===== config.mk =====
export PLATFORM = sky130hd
export DESIGN_NAME = dlx_ctrl_pipe
export DESIGN_NICKNAME = d
export VERILOG_FILES = /design/src/rtl/dlx_ctrl_pipe.sv
export SDC_FILE = /design/constraint.sdc
export NUM_CORES = 1
export LEC_CHECK = 0
export ABC_CLOCK_PERIOD_IN_PS = 2900
export CORE_AREA = 2 2 77 79
export DETAILED_ROUTE_END_ITERATION = 10
export DIE_AREA = 0 0 79 81
export GPL_TIMING_DRIVEN = 0
export PLACE_DENSITY = 0.7
export SYNTH_ARGS = -nofsm -noshare
export SYNTH_HDL_FRONTEND = slang
export SYNTH_SLANG_ARGS = --single-unit

===== constraint.sdc =====
create_clock -name clk -period 2.9 [get_ports clk]
set_clock_uncertainty 0.2 [all_clocks]
set_input_delay 0.435 -clock clk [delete_from_list [all_inputs] [get_ports clk]]
set_output_delay 0.435 -clock clk [all_outputs]
set_load 0.01 [all_outputs]

===== src/rtl/dlx_ctrl_pipe.sv =====
// dlx_ctrl_pipe: registered ID->EX control stage for the DLX pipeline with load-use stalls.
// Define DLX_MUL_EN to add the MULT instruction and its multi-cycle multiply sequencer.
module dlx_ctrl_pipe #(
  parameter int ALU_W   = 4,
  parameter int RA_W    = 5,
  parameter int MUL_LAT = 4
) (
  input  logic              clk,
  input  logic              rst_n,
  input  logic [31:0]       InstrD,
  input  logic              ValidD,
  input  logic              StallE,
  input  logic              FlushE,
  output logic              StallD,
  output logic              ValidE,
  output logic              RegWriteE,
  output logic              MemtoRegE,
  output logic              MemWriteE,
  output logic              ALUSrcE,
  output logic              ALUSrcNoExE,
  output logic              RegDstE,
  output logic              BranchEE,
  output logic              BranchNEE,
  output logic              Branch2RegE,
  output logic              Branch2ValueE,
  output logic              LinkE,
  output logic              IllegalE,
  output logic [ALU_W-1:0]  ALUControlE,
  output logic [RA_W-1:0]   RsE,
  output logic [RA_W-1:0]   RtE,
  output logic [RA_W-1:0]   WrAddrE,
  output logic              MulBusy
);

  localparam logic [5:0] OP_RTYPE = 6'h00;
  localparam logic [5:0] OP_J     = 6'h02;
  localparam logic [5:0] OP_JAL   = 6'h03;
  localparam logic [5:0] OP_BEQZ  = 6'h04;
  localparam logic [5:0] OP_BNEZ  = 6'h05;
  localparam logic [5:0] OP_ANDI  = 6'h0c;
  localparam logic [5:0] OP_ORI   = 6'h0d;
  localparam logic [5:0] OP_XORI  = 6'h0e;
  localparam logic [5:0] OP_JR    = 6'h12;
  localparam logic [5:0] OP_JALR  = 6'h13;
  localparam logic [5:0] OP_LW    = 6'h23;
  localparam logic [5:0] OP_SW    = 6'h2b;

  typedef struct packed {
    logic             valid;
    logic             reg_write;
    logic             mem_to_reg;
    logic             mem_write;
    logic             alu_src;
    logic             alu_src_no_ex;
    logic             reg_dst;
    logic             branch_eq;
    logic             branch_ne;
    logic             branch_reg;
    logic             branch_value;
    logic             link;
    logic             illegal;
    logic [ALU_W-1:0] alu;
    logic [RA_W-1:0]  rs;
    logic [RA_W-1:0]  rt;
    logic [RA_W-1:0]  wr;
  } ctrl_t;

  logic [5:0]      op;
  logic [5:0]      funct;
  logic [RA_W-1:0] rs_d;
  logic [RA_W-1:0] rt_d;
  logic [RA_W-1:0] rd_d;
  logic [3:0]      r_code;
  logic [3:0]      i_code;
  logic            dec_illegal;
  logic            reads_rt;
  logic            hazard;
  logic            mul_busy;
  logic            load_normal;
  logic            unused_shamt;
  ctrl_t           dec;
  ctrl_t           load_bundle;
  ctrl_t           e_q;

  assign op           = InstrD[31:26];
  assign funct        = InstrD[5:0];
  assign rs_d         = RA_W'(InstrD[25:21]);
  assign rt_d         = RA_W'(InstrD[20:16]);
  assign rd_d         = RA_W'(InstrD[15:11]);
  assign unused_shamt = ^InstrD[10:6];

  // R-type ALU code by funct; zero marks an unlisted funct.
  always_comb begin
    r_code = 4'h0;
    case (funct)
      6'h20: r_code = 4'h1;
      6'h24: r_code = 4'h2;
      6'h25: r_code = 4'h3;
      6'h22: r_code = 4'h4;
      6'h26: r_code = 4'h5;
      6'h04: r_code = 4'h6;
      6'h28: r_code = 4'h7;
      6'h29: r_code = 4'h8;
      6'h06: r_code = 4'h9;
      6'h2c: r_code = 4'ha;
      6'h2a: r_code = 4'hb;
      6'h07: r_code = 4'hc;
`ifdef DLX_MUL_EN
      6'h0e: r_code = 4'he;
`endif
      default: r_code = 4'h0;
    endcase
  end

  // I-type ALU code by opcode; zero marks an opcode that is not an immediate ALU op.
  always_comb begin
    i_code = 4'h0;
    case (op)
      6'h08: i_code = 4'h1;
      6'h0c: i_code = 4'h2;
      6'h0d: i_code = 4'h3;
      6'h0a: i_code = 4'h4;
      6'h0e: i_code = 4'h5;
      6'h14: i_code = 4'h6;
      6'h18: i_code = 4'h7;
      6'h19: i_code = 4'h8;
      6'h16: i_code = 4'h9;
      6'h1c: i_code = 4'ha;
      6'h1a: i_code = 4'hb;
      6'h17: i_code = 4'hc;
      6'h0f: i_code = 4'hd;
      default: i_code = 4'h0;
    endcase
  end

  always_comb begin
    dec         = '0;
    dec.valid   = 1'b1;
    dec.rs      = rs_d;
    dec.rt      = rt_d;
    dec_illegal = 1'b0;
    case (op)
      OP_RTYPE: begin
        dec.reg_dst   = 1'b1;
        dec.reg_write = 1'b1;
        dec.alu       = ALU_W'(r_code);
        dec_illegal   = (r_code == 4'h0);
      end
      OP_LW: begin
        dec.reg_write  = 1'b1;
        dec.mem_to_reg = 1'b1;
        dec.alu_src    = 1'b1;
        dec.alu        = ALU_W'(4'h1);
      end
      OP_SW: begin
        dec.mem_write = 1'b1;
        dec.alu_src   = 1'b1;
        dec.alu       = ALU_W'(4'h1);
      end
      OP_BEQZ: begin
        dec.branch_eq = 1'b1;
        dec.alu_src   = 1'b1;
      end
      OP_BNEZ: begin
        dec.branch_ne = 1'b1;
        dec.alu_src   = 1'b1;
      end
      OP_J:    dec.branch_value = 1'b1;
      OP_JR:   dec.branch_reg   = 1'b1;
      OP_JAL: begin
        dec.branch_value = 1'b1;
        dec.link         = 1'b1;
        dec.reg_write    = 1'b1;
      end
      OP_JALR: begin
        dec.branch_reg = 1'b1;
        dec.link       = 1'b1;
        dec.reg_write  = 1'b1;
      end
      default: begin
        dec.reg_write     = 1'b1;
        dec.alu_src       = 1'b1;
        dec.alu_src_no_ex = (op == OP_ANDI) || (op == OP_ORI) || (op == OP_XORI);
        dec.alu           = ALU_W'(i_code);
        dec_illegal       = (i_code == 4'h0);
      end
    endcase
    // Links always target r31; otherwise R-type writes Rd and everything else Rt.
    if (dec.link) begin
      dec.wr = RA_W'(31);
    end else if (dec.reg_dst) begin
      dec.wr = rd_d;
    end else begin
      dec.wr = rt_d;
    end
  end

  // An illegal word carries only its valid/illegal marker into EX so nothing downstream acts on it.
  always_comb begin
    load_bundle = '0;
    if (ValidD) begin
      if (dec_illegal) begin
        load_bundle.valid   = 1'b1;
        load_bundle.illegal = 1'b1;
      end else begin
        load_bundle = dec;
      end
    end
  end

  assign reads_rt = (op == OP_RTYPE) || (op == OP_SW) || (op == OP_BEQZ) || (op == OP_BNEZ);

  assign hazard = ValidD && e_q.valid && e_q.mem_to_reg && (e_q.wr != '0) &&
                  ((e_q.wr == rs_d) || ((e_q.wr == rt_d) && reads_rt));

  assign load_normal = !FlushE && !StallE && !hazard && !mul_busy;
  assign StallD      = rst_n && (StallE || hazard || mul_busy);

  always_ff @(posedge clk or negedge rst_n) begin
    if (!rst_n) begin
      e_q <= '0;
    end else if (FlushE) begin
      e_q <= '0;
    end else if (StallE) begin
      e_q <= e_q;
    end else if (hazard || mul_busy) begin
      e_q <= '0;
    end else begin
      e_q <= load_bundle;
    end
  end

`ifdef DLX_MUL_EN
  localparam int CNT_W = $clog2(MUL_LAT + 1);

  typedef enum logic {IDLE, BUSY} mul_state_t;

  mul_state_t       state;
  logic [CNT_W-1:0] count;
  logic             is_mult;

  assign is_mult = ValidD && (op == OP_RTYPE) && (funct == 6'h0e);

  // BUSY lasts MUL_LAT-1 cycles after MULT enters EX; the last decrement returns to IDLE.
  always_ff @(posedge clk or negedge rst_n) begin
    if (!rst_n) begin
      state <= IDLE;
      count <= '0;
    end else if (FlushE) begin
      state <= IDLE;
      count <= '0;
    end else if (!StallE) begin
      case (state)
        IDLE: begin
          if (load_normal && is_mult) begin
            state <= BUSY;
            count <= CNT_W'(MUL_LAT - 1);
          end
        end
        BUSY: begin
          if (count <= CNT_W'(1)) begin
            state <= IDLE;
            count <= '0;
          end else begin
            count <= count - CNT_W'(1);
          end
        end
        default: begin
          state <= IDLE;
          count <= '0;
        end
      endcase
    end
  end

  assign mul_busy = (state == BUSY);
`else
  assign mul_busy = 1'b0;
`endif

  assign MulBusy       = mul_busy;
  assign ValidE        = e_q.valid;
  assign RegWriteE     = e_q.reg_write;
  assign MemtoRegE     = e_q.mem_to_reg;
  assign MemWriteE     = e_q.mem_write;
  assign ALUSrcE       = e_q.alu_src;
  assign ALUSrcNoExE   = e_q.alu_src_no_ex;
  assign RegDstE       = e_q.reg_dst;
  assign BranchEE      = e_q.branch_eq;
  assign BranchNEE     = e_q.branch_ne;
  assign Branch2RegE   = e_q.branch_reg;
  assign Branch2ValueE = e_q.branch_value;
  assign LinkE         = e_q.link;
  assign IllegalE      = e_q.illegal;
  assign ALUControlE   = e_q.alu;
  assign RsE           = e_q.rs;
  assign RtE           = e_q.rt;
  assign WrAddrE       = e_q.wr;

endmodule

==> run_results.csv <==
group,metric,value,unit
pwr,netSwitchingPower,288.1,µW
critical_path,setup.worst_path.start_class,"primary input",
detailed_routing,remaining_drc_errors,0,
placement,placed_area,0.002838,mm²
pwr,power_frac_seq,43.8,%
critical_path,critical_path.slowest_cell,"dlygate4sd2_1",
final_layout,syn_to_final_growth,36.81,%
synth,synthesized_flop_and_latch_total,32,
placement,port_buffers,59,
sta,report.final.setup_viol,0,
detailed_routing,route.antenna.remaining_nets,0,
clock_tree,tritoncts_clock_tree,"built",
global_route,antenna_found_initial,0,
final_layout,antenna_cells_inserted,0,
sta,worst_pin_slew,719.6,ps
floorplan,floorplan.io_pins,71,
synth,synth_sequential_area_ratio,37.10,%
sta,timing.max_slew.rel_slack,52.03,%
final_layout,layout-drive-gt1-share,15.85,%
clock_tree,clock_tree.htree_level_count,2,
floorplan,core_area,0.005675,mm²
sta,layout_min_cycle_time,2729,ps
critical_path,worstRegToRegCells,7,
clock_tree,clock-sinks,32,
synth,synthesis.instances,215,
synth,avg_cell_area_syn,10.04,µm²
critical_path,crit-reg2reg-capture,"RsE[3]",
worst_hold_path,hp-class,"primary input to async pin",
critical_path,endpoint_kind,"output pin",
final_layout,most_frequent_cells_in_the_layout,"53 x clkdlybuf4s50_1, 32 x dfrtp_1, 28 x nand2_1",
floorplan,die-width,79,µm
clock_tree,clock_insertion_delay_worst_skew,270,ps
final_layout,post_route_standard_cell_area_excluding_fillers,0.002953,mm²
sta,final_worst_path_period_share,94.09,%
global_route,grt_first_pass_wirelength,9.501,mm
global_route,gr-total-overflow,0,
pwr,comb_power_share,24.0,%
synth,synth_top_area_cell,"dfrtp_1",
floorplan,die_footprint,0.006399,mm²
clock_tree,cts.hold.buffers_added,0,
sta,postLayoutSetupSlackWorst,171.3,ps
critical_path,timing.critical_path.required,2270,ps
run,drv.max_cap_violation_count,0,
clock_tree,tritoncts.num_buffers,5,
detailed_routing,wl_per_cell,16.15,µm
sta,rsz0062_at_grt,"no",
detailed_routing,route.detailed.vias_per_inst,5.409,
final_layout,final_core_util,52.03,%
synth,synth_area_leaders,"dfrtp_1 37%, a32o_1 11%, buf_6 5.2%, nand2_1 4.9%, ha_1 2.9%",
detailed_routing,first_pass_iters,4,
global_route,groute.usage.overall,19.02,%
critical_path,critical_path.max_fanout,10,
critical_path,cp_slowest_stage_delay,280,ps
global_route,grt_pass1_vias,1884,
sta,max_clk_rate,0.3665,GHz
pwr,sw_share,27.13,%
synth,synthesis.yosys.warnings,0,
pwr,power.ir.vdd_worst,0.2973,mV
placement,dp_hpwl,4.370,mm
pwr,leakage,1.248,nW
final_layout,layout_commonest_cell,"clkdlybuf4s50_1",
placement,dpl_worst_slack,-759.0,ps
clock_tree,ctsLongestPathBuffers,2,
detailed_routing,vias,1942,
critical_path,r2r_setup_slack,590,ps
sta,finalMaxSlewViolations,0,
pwr,pwr-share-clk,32.2,%
global_route,maximum_number_of_pins_on_one_net_before_global_route_repair,34,
floorplan,die_height,81,µm
sta,fin_setup_tns,0,ps
critical_path,timing.setup.critical_path_class,"primary input to output pin",
final_layout,fin_nets,325,
synth,synth.lib_cells_used.distinct,54,
clock_tree,clkTransAtPathRegs,60,ps
detailed_routing,dr.first_iter.drc_count,77,
critical_path,timing.critical_path.cells,"buf_2, inv_2, ha_4, or2_4, a22o_4, o2111ai_2, a21oi_2, o21a_1, dlygate4sd2_1",
synth,yosys.area.top_type_share,37.10,%
synth,synth_fp_nets,257,
detailed_routing,routed_wirelength,5.799,mm
critical_path,worstReg2RegStart,"WrAddrE[2]",
pwr,finalPower,1.062,mW
clock_tree,cts_root_buf,"clkbuf_8",
floorplan,core.rowCount,28,
placement,finalWeightedCongestion,0.8656,
sta,hold_viol_final,0,
floorplan,starting_density_of_the_core,38.03,%
pwr,power-per-cell-area,359.6,mW/mm²
synth,synth.cell_area,0.002158,mm²
critical_path,critPathArrivalTime,2090,ps
pwr,cell_internal_pwr,773.8,µW
status,outcome,"finished clean",
==> routing by layer <==
layer	vias up	GRT usage [%]	part of all wire, %
li1	950	-	-
met1	941	26.74	45
met2	47	30.51	49
met3	4	3.889	4.8
met4	0	3.966	0.83
met5	-	0	0
==> power groups by stage <==
stage | Combinational, mW | Sequential [mW] | Clock (mW)
after floorplan | 0.138 | 0.477 | 0
after global placement | 0.251 | 0.473 | 0
after detailed placement | 0.252 | 0.473 | 0
after CTS | 0.256 | 0.465 | 0.349
after global routing | 0.279 | 0.466 | 0.373
final | 0.254 | 0.466 | 0.342
==> final cells by class <==
type,instances,area [µm²]
fill,552,2723
multi-input combinational,156,1175
sequential,32,800.8
timing repair buffer,62,598.1
buffer,18,165.2
tap,75,93.84
clock buffer,8,90.09
inverter,8,30.03
==> cells by family (layout without fill, tap and decap cells) <==
family	after synthesis	in the layout	share of synthesized area, %
AO/OA/AOI/OAI	59	59	24.29
XOR/XNOR	11	11	4.464
adder cells (fa/ha/maj)	6	6	3.420
buffers and inverters	27	96	9.275
flip-flops	32	32	37.10
multiplexers	3	3	1.391
other	1	1	0.1737
AND/OR/NAND/NOR	76	76	19.88
==> registers in the layout, summed over array words and instances, names as in the netlist <==
| name | count |
|---|---|
| ValidE | 1 |
| RsE | 5 |
| MemWriteE | 1 |
| Branch2ValueE | 1 |
| ALUSrcE | 1 |
| MemtoRegE | 1 |
| ALUControlE | 4 |
| IllegalE | 1 |
| ALUSrcNoExE | 1 |
| RegWriteE | 1 |
| LinkE | 1 |
| RtE | 5 |
| BranchNEE | 1 |
| WrAddrE | 5 |
| Branch2RegE | 1 |
| BranchEE | 1 |
| RegDstE | 1 |
==> worst max path at each step <==
stage | from | to | slack (ps) | cells after the start
after floorplan | InstrD[26] | StallD | 470 | 8
after global placement | InstrD[27] | StallD | -720 | 10
after detailed placement | InstrD[27] | StallD | -760 | 10
after CTS | InstrD[27] | StallD | 20 | 9
after global routing | InstrD[27] | StallD | 60 | 9
final | InstrD[27] | StallD | 170 | 9
==> worst max-delay path, delay by kind of cell <==
family | cells | cell delay (ps)
buf+inv | 3 | 490
fa+ha+maj | 1 | 200
simple gates | 1 | 250
compound gates | 4 | 700
==> cell usage after synthesis, drive strengths merged <==
library cell and count:
nor4b 2, nor3 9, or2 2, nor4bb 1, mux2i 3, o211ai 2
buf 15, o2111ai 2, nor2b 4, o21ai 5, o21a 1, nand3b 3
or4b 1, nand3 10, nor2 8, inv 8, dfrtp 32, nand4bb 1
maj3 1, a31oi 5, o22a 1, a22o 5, o22ai 4, clkbuf 4
o31ai 4, nand2 28, ha 5, and3 1, nor4 3, conb 1
a21oi 4, xor2 6, nand4 1, a32o 24, o32ai 1, o311a 1
nand4b 1, xnor2 5, or4 1
==> repair_timing <==
item / in CTS / in global routing
setup buffers: 3 / 0
pin swaps: 3 / 0
resized for setup: 11 / 5
endpoints found under the setup margin: 22 / 1
==> through the flow <==
step           std cells  hold slack, ps
6_report             359           8.847
5_1_grt              359           56.61
4_1_cts              359           36.67
3_5_place_dp         349           270.7
3_3_place_gp         349           263.5
2_1_floorplan        215          -60.59
(Power assumes the default switching activity.)
